[config.mk]
export PLATFORM = sky130hd
export DESIGN_NAME = cl_payload_unpack
export DESIGN_NICKNAME = d
export VERILOG_FILES = /design/src/rtl/cl_payload_unpack_pkg.sv /design/src/rtl/cl_st_shifter.sv /design/src/rtl/cl_payload_unpack.sv
export SDC_FILE = /design/constraint.sdc
export NUM_CORES = 1
export LEC_CHECK = 0
export BUFFER_PORTS_ARGS = -buffer_cell sky130_fd_sc_hd__buf_2
export CAP_MARGIN = 30
export CORE_UTILIZATION = 50
export CTS_BUF_LIST = sky130_fd_sc_hd__clkbuf_16
export DETAILED_ROUTE_END_ITERATION = 12
export PLACE_DENSITY_LB_ADDON = 0.25
export SETUP_SLACK_MARGIN = 0.5
export SYNTH_ARGS = -nofsm -noshare
export SYNTH_HDL_FRONTEND = slang
export SYNTH_SLANG_ARGS = --single-unit
[constraint.sdc]
create_clock -name clk -period 2.9 [get_ports clk]
set_clock_uncertainty 0.1 [all_clocks]
set_input_delay 0.29 -clock clk [delete_from_list [all_inputs] [get_ports clk]]
set_output_delay 0.29 -clock clk [all_outputs]
set_load 0.005 [all_outputs]
[src/rtl/cl_payload_unpack_pkg.sv]
// Shared constants, header field positions and FSM state type for the CL payload unpacker.
package cl_pkg;

    localparam int CL         = 512;
    localparam int CL_HEAD    = 16;
    localparam int CL_PAYLOAD = CL - CL_HEAD;
    localparam int ST_W       = 16;
    localparam int W_LEN      = 16;

    localparam int EOF_BIT    = CL - 4;
    localparam int NST_HI     = CL - 5;
    localparam int NST_LO     = CL - 16;
    localparam int NST_W      = NST_HI - NST_LO + 1;

    localparam int ST_PER_CL  = CL_PAYLOAD / ST_W;
    localparam int K_W        = $clog2(ST_PER_CL + 1);
    localparam int SH_W       = $clog2(CL_PAYLOAD);

    typedef enum logic [1:0] {
        IDLE,
        LOAD,
        EMIT,
        FINISH
    } state_t;

    // A header count larger than the payload can physically hold is limited to a full CL.
    function automatic logic [K_W-1:0] clamp_nst(input logic [NST_W-1:0] n);
        if (n > NST_W'(ST_PER_CL)) begin
            return K_W'(ST_PER_CL);
        end
        return n[K_W-1:0];
    endfunction

    function automatic logic nst_over(input logic [NST_W-1:0] n);
        return n > NST_W'(ST_PER_CL);
    endfunction

endpackage

[src/rtl/cl_st_shifter.sv]
// Holds the captured CL payload and walks its soft symbols MSB-first, one per advance.
module cl_st_shifter
    import cl_pkg::*;
(
    input  logic                  i_clk,
    input  logic                  i_rst_sync,
    input  logic                  i_load,
    input  logic                  i_adv,
    input  logic [CL_PAYLOAD-1:0] i_payload,
    input  logic                  i_eof,
    input  logic [K_W-1:0]        i_nst,
    output logic [ST_W-1:0]       o_st,
    output logic                  o_last,
    output logic                  o_eof
);

    logic [CL_PAYLOAD-1:0] r_payload;
    logic                  r_eof;
    logic [K_W-1:0]        r_nst;
    logic [K_W-1:0]        r_k;
    logic [SH_W-1:0]       w_base;

    always_ff @(posedge i_clk) begin
        if (i_rst_sync) begin
            r_payload <= '0;
            r_eof     <= 1'b0;
            r_nst     <= '0;
            r_k       <= '0;
        end else if (i_load) begin
            r_payload <= i_payload;
            r_eof     <= i_eof;
            r_nst     <= i_nst;
            r_k       <= '0;
        end else if (i_adv) begin
            r_k <= o_last ? '0 : r_k + K_W'(1);
        end
    end

    // Symbol k sits k symbol-widths below the top of the payload.
    assign w_base = SH_W'(CL_PAYLOAD - 1) - SH_W'(r_k) * SH_W'(ST_W);
    assign o_st   = r_payload[w_base -: ST_W];
    assign o_last = (r_k == r_nst - K_W'(1));
    assign o_eof  = r_eof;

endmodule

[src/rtl/cl_payload_unpack.sv]
// Drains one frame of cache lines from the frame FIFO and streams their soft symbols.
// Optional length/clamp checking is enabled with `define CL_UNPACK_LEN_CHK_EN.
module cl_payload_unpack
    import cl_pkg::*;
(
    input  logic             clk,
    input  logic             rst_sync,
    input  logic             ff_rd_ready,
    input  logic [W_LEN-1:0] sb_len,
    input  logic             ff_rd_empty,
    input  logic [CL-1:0]    ff_rd_data,
    output logic             ff_rd_ack,
    output logic             ff_rd_finish,
    output logic [ST_W-1:0]  source_st,
    output logic             source_valid,
    input  logic             source_ready,
    output logic             source_sop,
    output logic             source_eop,
    output logic [W_LEN-1:0] frm_len,
    output logic             err_len
);

    state_t           r_state;
    state_t           w_next;
    logic [W_LEN-1:0] r_frm_len;
    logic [W_LEN-1:0] r_st_cnt;
    logic             w_ack;
    logic             w_excess;
    logic             w_adv;
    logic             w_last;
    logic             w_eof;
    logic             w_start;
    logic [K_W-1:0]   w_nst_in;
    logic [ST_W-1:0]  w_st;
    logic             w_unused_hdr;

    // Header bits above EOF are reserved and carry nothing for this stage.
    assign w_unused_hdr = ^ff_rd_data[CL-1:EOF_BIT+1];

    assign w_nst_in = clamp_nst(ff_rd_data[NST_HI:NST_LO]);
    assign w_start  = (r_state == IDLE) && ff_rd_ready;
    assign w_ack    = (r_state == LOAD) && !ff_rd_empty;
    assign w_excess = (r_st_cnt >= r_frm_len);
    assign w_adv    = (r_state == EMIT) && (w_excess || source_ready);

    cl_st_shifter u_shifter (
        .i_clk      (clk),
        .i_rst_sync (rst_sync),
        .i_load     (w_ack),
        .i_adv      (w_adv),
        .i_payload  (ff_rd_data[CL_PAYLOAD-1:0]),
        .i_eof      (ff_rd_data[EOF_BIT]),
        .i_nst      (w_nst_in),
        .o_st       (w_st),
        .o_last     (w_last),
        .o_eof      (w_eof)
    );

    always_ff @(posedge clk) begin
        if (rst_sync) begin
            r_state   <= IDLE;
            r_frm_len <= '0;
            r_st_cnt  <= '0;
        end else begin
            r_state <= w_next;
            if (w_start) begin
                r_frm_len <= sb_len;
                r_st_cnt  <= '0;
            end else if (w_adv && (r_st_cnt != '1)) begin
                r_st_cnt <= r_st_cnt + W_LEN'(1);
            end
        end
    end

    always_comb begin
        w_next = r_state;
        case (r_state)
            IDLE: begin
                if (ff_rd_ready) begin
                    w_next = LOAD;
                end
            end
            LOAD: begin
                // A zero-count CL is consumed in LOAD alone; only EOF ends the frame there.
                if (w_ack) begin
                    if (w_nst_in == '0) begin
                        if (ff_rd_data[EOF_BIT]) begin
                            w_next = FINISH;
                        end
                    end else begin
                        w_next = EMIT;
                    end
                end
            end
            EMIT: begin
                if (w_adv && w_last) begin
                    w_next = w_eof ? FINISH : LOAD;
                end
            end
            FINISH: begin
                w_next = IDLE;
            end
            default: begin
                w_next = IDLE;
            end
        endcase
    end

    assign ff_rd_ack    = w_ack;
    assign ff_rd_finish = (r_state == FINISH);
    assign source_valid = (r_state == EMIT) && !w_excess;
    assign source_st    = w_st;
    assign source_sop   = source_valid && (r_st_cnt == '0);
    assign source_eop   = source_valid && (({1'b0, r_st_cnt} + (W_LEN + 1)'(1)) == {1'b0, r_frm_len});
    assign frm_len      = r_frm_len;

`ifdef CL_UNPACK_LEN_CHK_EN
    logic [W_LEN:0] r_hdr_sum;
    logic           r_clamped;

    // The extra sum bit is sticky, so a runaway header total can never wrap back into range.
    always_ff @(posedge clk) begin
        if (rst_sync || w_start) begin
            r_hdr_sum <= '0;
            r_clamped <= 1'b0;
        end else if (w_ack) begin
            if (!r_hdr_sum[W_LEN]) begin
                r_hdr_sum <= r_hdr_sum + (W_LEN + 1)'(w_nst_in);
            end
            r_clamped <= r_clamped | nst_over(ff_rd_data[NST_HI:NST_LO]);
        end
    end

    assign err_len = ff_rd_finish && (r_clamped || (r_hdr_sum != {1'b0, r_frm_len}));
`else
    assign err_len = 1'b0;
`endif

endmodule

==> results of run 1 <==
through the flow:
| step | instance area, sq um | cells | hold WS (ps) | setup slack [ps] |
|---|---|---|---|---|
| 2_1_floorplan | 24000 | 2796 | 326 | 493 |
| 3_3_place_gp | 27500 | 3828 | 338 | -12.0 |
| 3_5_place_dp | 27500 | 3828 | 344 | -30.5 |
| 4_1_cts | 35800 | 4503 | 0.808 | -562 |
cell usage after synthesis, types with 2 or more instances:
master and n:
a211oi_1 3, a21oi_1 534, a31o_2 2, a31oi_1 6, and2_1 4, buf_1 4, buf_2 63, buf_4 11
buf_6 2, clkbuf_1 145, dfxtp_1 541, ha_1 20, inv_1 21, mux2_2 16, mux2i_1 22, mux4_2 144
nand2_1 1071, nand2b_1 4, nand3_1 11, nand3_2 2, nand4_1 9, nor2_1 25, nor2b_1 6, nor3_1 8
nor3b_1 2, nor4_1 8, nor4b_1 2, o211ai_1 2, o21ai_0 22, o311ai_0 2, o31ai_1 11, or2_2 2
or3_1 5, or4_1 10, xnor2_1 22, xor2_1 11
cells by family after synthesis:
family	synth area share
multiplexers	0.153
adder cells (fa/ha/maj)	0.0105
AND/OR/NAND/NOR	0.196
buffers and inverters	0.0448
XOR/XNOR	0.0121
AO/OA/AOI/OAI	0.129
other	0.000157
flip-flops	0.455
repair_timing:
action | CTS
endpoints found under the hold margin | 518
pin swaps | 42
hold buffers | 520
setup endpoints to repair | 39
buffers inserted | 40
gates resized for setup | 148
gates cloned | 13
per-layer routing:
layer  GRT overflow  GRT usage
met1              0      0.533
met2              2      0.678
met3              0      0.195
met4              1      0.352
met5              0     0.0101
==> out/results.ini, run 1 <==
[run_status]
status = stopped before the end
outcome.stop_stage = 5_1_grt
error = [ERROR GRT-0116] Global routing finished with congestion. Check the congestion regions in the DRC Viewer.

[synth]
synth_seq_area_share = 0.455
synth_nets = 3349
yosysTopAreaCell = dfxtp_1
syn_area_sq_um = 23800
synth_top_area_frac = 0.455
ys.flop_type = dfxtp_1
async_reset_ff_frac = 0
syn_inst = 2796
synth_cell_types = 59
synth_area_leaders = dfxtp_1, nand2_1, mux4_2
synth_edf_count = 0
yosysWarnings = 0
ys_seq_elements = 541
avgSynthCellArea_sq_um = 8.52

[floorplanning]
io_pins = 571
start_util = 0.510
num_rows = 79
die_y_um = 220
die_w_um = 220

[clocking]
htreeDepth = 2
clock_path_buffers = 3
cts_root_buf = clkbuf_16
numCtsBuffers = 55
cts_sinks = 541

[place]
dp_hpwl_um = 63000
portBuffers = 566
finalWeightedCongestion = 0.943

[global_route]
grt_start_max_net_pins = 255
grt_usage = 0.462
grt_pass1_wl_um = 163000
gr-total-overflow = 3
grt_pass1_vias = 27900

==> run 2, diff against run 1 <==
--- a/config.mk
+++ b/config.mk
@@ -7,11 +7,9 @@
 export LEC_CHECK = 0
 export BUFFER_PORTS_ARGS = -buffer_cell sky130_fd_sc_hd__buf_2
 export CAP_MARGIN = 30
-export CORE_UTILIZATION = 50
-export CTS_BUF_LIST = sky130_fd_sc_hd__clkbuf_16
+export CORE_UTILIZATION = 35
 export DETAILED_ROUTE_END_ITERATION = 12
-export PLACE_DENSITY_LB_ADDON = 0.25
-export SETUP_SLACK_MARGIN = 0.5
+export PLACE_DENSITY_LB_ADDON = 0.15
 export SYNTH_ARGS = -nofsm -noshare
 export SYNTH_HDL_FRONTEND = slang
 export SYNTH_SLANG_ARGS = --single-unit
==> run 2 against run 1 <==
Compared with the run above:
- the flow now finishes, with violations (negative setup slack)
- synthesized area is the same
- synthesized cell count unchanged
==> out/results.ini, run 2 <==
[routing]
routed_wl_um = 102000
vias_per_cell = 5.22
drt_first_pass_iters = 6
remaining_drc_errors = 0
drtAntennaViolNets = 0
num_vias = 25000
wl_per_cell_um = 21.2
drt_iter0_markers = 2096

[synth]
synth_cell_types = 59  ; unchanged
synth_most_common_cell = nand2_1
synth_area_leaders = dfxtp_1, nand2_1, mux4_2
synth_nets = 3349  ; unchanged
yosysTopAreaCell = dfxtp_1
yosysWarnings = 0  ; unchanged
syn_area_sq_um = 23800  ; unchanged
ys.flop_type = dfxtp_1
async_reset_ff_frac = 0  ; unchanged
synth_seq_area_share = 0.455  ; unchanged
synthTopCellsByCount = nand2_1, dfxtp_1, a21oi_1, clkbuf_1, mux4_2
synth_edf_count = 0  ; unchanged
avgSynthCellArea_sq_um = 8.52  ; unchanged
syn_inst = 2796  ; unchanged
synth_top_area_frac = 0.455  ; unchanged
ys_seq_elements = 541  ; unchanged

[worst_hold_path]
hold_path.class = in -> reg

[place]
dpl.cell_count = 4097  ; +7.0%
dp_hpwl_um = 69900  ; +11%
portBuffers = 566  ; unchanged
place_worst_setup_slack_ps = -148  ; -118 ps
finalWeightedCongestion = 0.903  ; -4.3%

[sta]
fmax_mhz = 285
slew-limit-headroom = 0.386
slew_viol_final = 0
post-route-period-util = 1.21
hold_viol_final = 0
setup_ws_ps = -604
finalSetupViolCount = 19
holdWs_ps = 17.9
rsz0062_at_grt = yes
fin_crit_ps = 3500
tightest_slew_ps = 921

[finish]
top_register = u_shifter.r_payload
drive_gt1_frac = 0.256
final_cell_mix = nand2_1, buf_2, dlygate4sd3_1
largest_register_ffs = 496
final_common_cell = nand2_1
antenna_cells = 0
syn2layout_area_growth_pct = 51.9
nets = 4423
fin_cells = 4793

[power]
p_per_area_nw_per_um2 = 561
ir_worst_vdd_v = 0.000413
leakage_nw = 14.1
power_mw = 20.3

[global_route]
antenna_found_initial = 7
grt_pass1_vias = 25300
gr-total-overflow = 0
grt_usage = 0.284
grt_pass1_wl_um = 150000
grt_start_max_net_pins = 190

[job]
drv_cap = 0

[worst_setup_path]
path_class = reg -> out
cp.arrival_ps = 3110
required_ps = 2510
cpPeakStageDelay_ps = 560
path_cells = ha_4 > buf_12 > buf_4 > buf_6 > mux4_2 > mux4_2 > mux2_4 > buf_6
cp_slowest_cell = mux4_2
critical_path.startpoint_type = flop
cp-end-kind = primary output
crit_path_max_fanout = 4

[clocking]
clock_path_buffers = 3  ; unchanged
cts_tree = built
cts_root_buf = clkbuf_16
clock_latency_ps = 630
clk_pin_slew_ps = 60
htreeDepth = 2  ; unchanged
cts_sinks = 541  ; unchanged
numCtsBuffers = 60  ; +9.1%

[floorplanning]
dieArea_sq_um = 69100
num_rows = 95  ; +20%
start_util = 0.354  ; -0.155
core-area_sq_um = 67300
die_w_um = 263  ; +19%
io_pins = 571  ; unchanged
die_y_um = 263  ; +19%

[run_status]
status = finished, violations left
violations = negative setup slack

-- run 2: cell counts after synthesis --
No cell type changed its count.
-- run 2: what timing repair did --
item / CTS / global route
hold buffers: 547 / 0
pin swaps: 20 / 9
setup endpoints to repair: 19 / 19
buffers inserted: 26 / 9
resized for setup: 81 / 26
hold endpoints to repair: 520 / 0
cloned: 0 / 4
-- run 2: final cells by class --
type                    instances  area, sq um
inverters                      22         90.1
repair buffers               1238         9790
flip-flops and latches        541        10900
well taps                     873         1090
clock inverters                26          395
multi-input cells            2007        12200
clock buffers                  86         1710
fillers                      6043        31100
-- run 2: cells by family (layout without fill, tap and decap cells) --
kind of cell / after synthesis / in the layout / synth area share
other: 1 / 1 / 0.000157
multiplexers: 182 / 182 / 0.153
AND/OR/NAND/NOR: 1177 / 1177 / 0.196
flip-flops: 541 / 541 / 0.455
adder cells (fa/ha/maj): 20 / 20 / 0.0105
AO/OA/AOI/OAI: 594 / 594 / 0.129
XOR/XNOR: 33 / 33 / 0.0121
buffers and inverters: 248 / 1372 / 0.0448
-- run 2: where the power goes --
group	internal (mW)	switching (mW)	total, mW	leakage [nW]
logic	1.83	2.05	3.88	8.66
registers	7.96	0.333	8.30	4.41
clock network	4.82	3.30	8.12	1.02
total	14.6	5.68	20.3	14.1
-- run 2: worst paths after layout --
path / startpoint / to / slack [ps] / depth (start not counted)
worst max-delay path: u_shifter.r_k[0] / source_st[14] / -600 / 8
worst min-delay path: rst_sync / frm_len[2] / 20 / 2
worst max register to register: r_st_cnt[8] / r_st_cnt[14] / 310 / 9
worst min register to register: u_shifter.r_payload[13] / u_shifter.r_payload[13] / 350 / 2
-- run 2: per-stage QoR --
step            util  cell area, sq um  setup TNS, ps
2_1_floorplan      -             23800              0
3_3_place_gp   0.413             27800           -862
3_5_place_dp   0.413             27800          -1440
4_1_cts        0.534             35900         -10160
5_1_grt        0.538             36200         -10510
6_report       0.538             36200          -9300
-- run 2: per-layer routing --
| layer | track usage | up-vias | part of all wire |
|---|---|---|---|
| met2 | 0.457 | 1104 | 0.46 |
| met4 | 0.158 | 4 | 0.056 |
| li1 | - | 11600 | - |
| met5 | 0 | - | 0.00027 |
| met1 | 0.368 | 12000 | 0.43 |
| met3 | 0.0413 | 321 | 0.059 |
-- run 2: critical path, delay by kind of cell, from the launching register on --
kind / cells / cell delay (ps)
fa+ha+maj: 1 / 310
flops: 1 / 370
mux: 3 / 1280
buf+inv: 4 / 520
Note: power is estimated with default switching activity, not from simulation.
==> run 3, diff against run 2 <==
--- a/config.mk
+++ b/config.mk
@@ -10,6 +10,7 @@
 export CORE_UTILIZATION = 35
 export DETAILED_ROUTE_END_ITERATION = 12
 export PLACE_DENSITY_LB_ADDON = 0.15
+export SLEW_MARGIN = 5
 export SYNTH_ARGS = -nofsm -noshare
 export SYNTH_HDL_FRONTEND = slang
 export SYNTH_SLANG_ARGS = --single-unit
==> constraint.sdc (replaced) <==
create_clock -name clk -period 2.9 [get_ports clk]
set_clock_uncertainty 0.1 [all_clocks]
set_input_delay 0.145 -clock clk [delete_from_list [all_inputs] [get_ports clk]]
set_output_delay 0.145 -clock clk [all_outputs]
set_load 0.005 [all_outputs]
==> run 3 against run 2 <==
Compared with the run above:
- the run still ends with negative setup slack left
- critical path depth down 1
- setup slack better by 120 ps
- via count up 0.71%
- die area unchanged
- routed wire length up 3.5%
- count of clock-buffer cells in the layout down 3
- non-clock buffer count up 21
- global-route usage up 1.3 points
- critical endpoint is now source_st[5]
- largest power group unchanged
==> out/results.ini, run 3 (synthesis results as in run 2) <==
[worst_setup_path]
path_class = reg -> out
required_ps = 2650  ; +140 ps
crit_path_max_fanout = 6  ; +2
r2r_cells = 13  ; +4
critical_path.startpoint_type = flop
cp.arrival_ps = 3140  ; +30 ps
cp-end-kind = primary output

[global_route]
grt_start_max_net_pins = 201  ; +5.8%
antenna_found_initial = 6  ; -1
grt_pass1_wl_um = 155000  ; +3.8%
gr-total-overflow = 0  ; unchanged
grt_usage = 0.298  ; +0.0133
grt_pass1_vias = 25500  ; +0.84%

[finish]
drive_gt1_frac = 0.261  ; +0.00530
syn2layout_area_growth_pct = 53.8
final_common_cell = nand2_1
final_cell_mix = nand2_1, buf_2, dlygate4sd3_1
top_register = u_shifter.r_payload
nFillCells = 6050  ; +0.12%
utilization = 0.544  ; +0.00668
largest_register_ffs = 496  ; unchanged
regArea_sq_um = 10900  ; about the same
nets = 4445  ; +0.50%
fin_cells = 4817  ; +0.50%
multi_input_area_sq_um = 12300  ; +0.38%

[power]
ir_worst_vdd_v = 0.000434  ; +5.2%
leakage_nw = 14.3  ; +1.3%
p_per_area_nw_per_um2 = 556  ; -0.81%
power_mw = 20.4  ; +0.42%

[sta]
finalSetupViolCount = 19  ; unchanged
setup_ws_ps = -484  ; +120 ps
rsz0062_at_grt = yes
fin_crit_ps = 3380  ; -120 ps
slew-limit-headroom = 0.355  ; -0.0315
slew_viol_final = 0  ; unchanged
hold_viol_final = 0  ; unchanged
tightest_slew_ps = 968  ; +47.3 ps
fmax_mhz = 295  ; +3.5%
holdWs_ps = 59.4  ; +41.5 ps
post-route-period-util = 1.17  ; -0.0414

[floorplanning]
core-area_sq_um = 67300  ; unchanged
dieArea_sq_um = 69100  ; unchanged
die_y_um = 263  ; unchanged
start_util = 0.354  ; unchanged
io_pins = 571  ; unchanged
die_w_um = 263  ; unchanged
num_rows = 95  ; unchanged

[clocking]
cts_tree = built
clock_latency_ps = 620  ; about the same
htreeDepth = 2  ; unchanged
cts_root_buf = clkbuf_16
clk_pin_slew_ps = 60  ; about the same
cts_sinks = 541  ; unchanged
numCtsBuffers = 60  ; unchanged
clock_path_buffers = 3  ; unchanged

[worst_hold_path]
min_path_cells = 5  ; +3
hold_path.class = in -> reg

[routing]
remaining_drc_errors = 0  ; unchanged
routed_wl_um = 105000  ; +3.5%
drt_first_pass_iters = 6  ; unchanged
drt_iter0_markers = 2166  ; +3.3%
vias_per_cell = 5.23  ; +0.21%
wl_per_cell_um = 21.9  ; +2.9%
num_vias = 25200  ; +0.71%
drtAntennaViolNets = 0  ; unchanged

[run_status]
violations = negative setup slack
status = finished, violations left

[place]
portBuffers = 566  ; unchanged
dp_hpwl_um = 70100  ; +0.29%
dpl.cell_count = 4108  ; +0.27%
finalWeightedCongestion = 0.911  ; +0.95%
place_worst_setup_slack_ps = 11.1  ; +159 ps

[job]
drv_cap = 0  ; unchanged

==> run 3: cell types whose count changed in the layout (fill, tap and decap cells not counted), moves of 4 or more <==
cell / change
clkbuf_8: +4
diode_2: +4
dfxtp_1: +5
dfxtp_2: -5
mux2i_2: +4
buf_4: +7
mux2i_1: -5
buf_12: +8
buf_16: +7
clkbuf_1: -8
==> run 3: cell type report <==
type                            instances  share of cell area
Tap cell                              873              0.0298
Sequential cell                       541               0.296
Clock buffer                           83              0.0480
Antenna cell                            4            0.000273
Timing Repair Buffer                 1259               0.278
Clock inverter                         27             0.00936
Inverter                               22             0.00266
Multi-Input combinational cell       2008               0.335
==> run 3: critical path, stage by stage (launching register included) <==
cell and delay (ps):
dfxtp_4 370, ha_4 340, buf_12 120, buf_12 130, mux4_2 550, mux4_2 550
mux2_4 320, buf_6 120
==> run 3: power by group <==
group | internal [mW] | total, mW | leakage, nW | switching, mW
Clock | 4.77 | 8.06 | 1.03 | 3.29
Sequential | 7.96 | 8.28 | 4.40 | 0.320
Combinational | 1.92 | 4.04 | 8.83 | 2.12
==> run 3: what timing repair did <==
item,4_1_cts,5_1_grt
gates resized for setup,99,31
pin swaps,18,13
setup buffers,36,4
hold endpoints to repair,523,0
endpoints found under the setup margin,18,30
hold buffers,547,0
cloned,12,2
==> run 3: metal layers <==
layer	part of all wire	track usage
met4	0.061	0.174
met1	0.43	0.390
met5	0.00023	0
met2	0.45	0.471
met3	0.058	0.0416
==> run 3: final timing paths <==
check | from | to | slack [ps]
setup reg to reg | r_st_cnt[10] | r_st_cnt[15] | 150
hold reg to reg | u_shifter.r_payload[100] | u_shifter.r_payload[100] | 350
hold / removal | ff_rd_data[506] | u_shifter.r_nst[1] | 60
setup / recovery | u_shifter.r_k[0] | source_st[5] | -480
==> run 3: stage by stage <==
| stage | cell area, sq um | setup TNS (ps) |
|---|---|---|
| 2_1_floorplan | 23800 | 0 |
| 3_3_place_gp | 27900 | 0 |
| 3_5_place_dp | 27900 | 0 |
| 4_1_cts | 36500 | -7630 |
| 5_1_grt | 36600 | -8110 |
| 6_report | 36600 | -7010 |
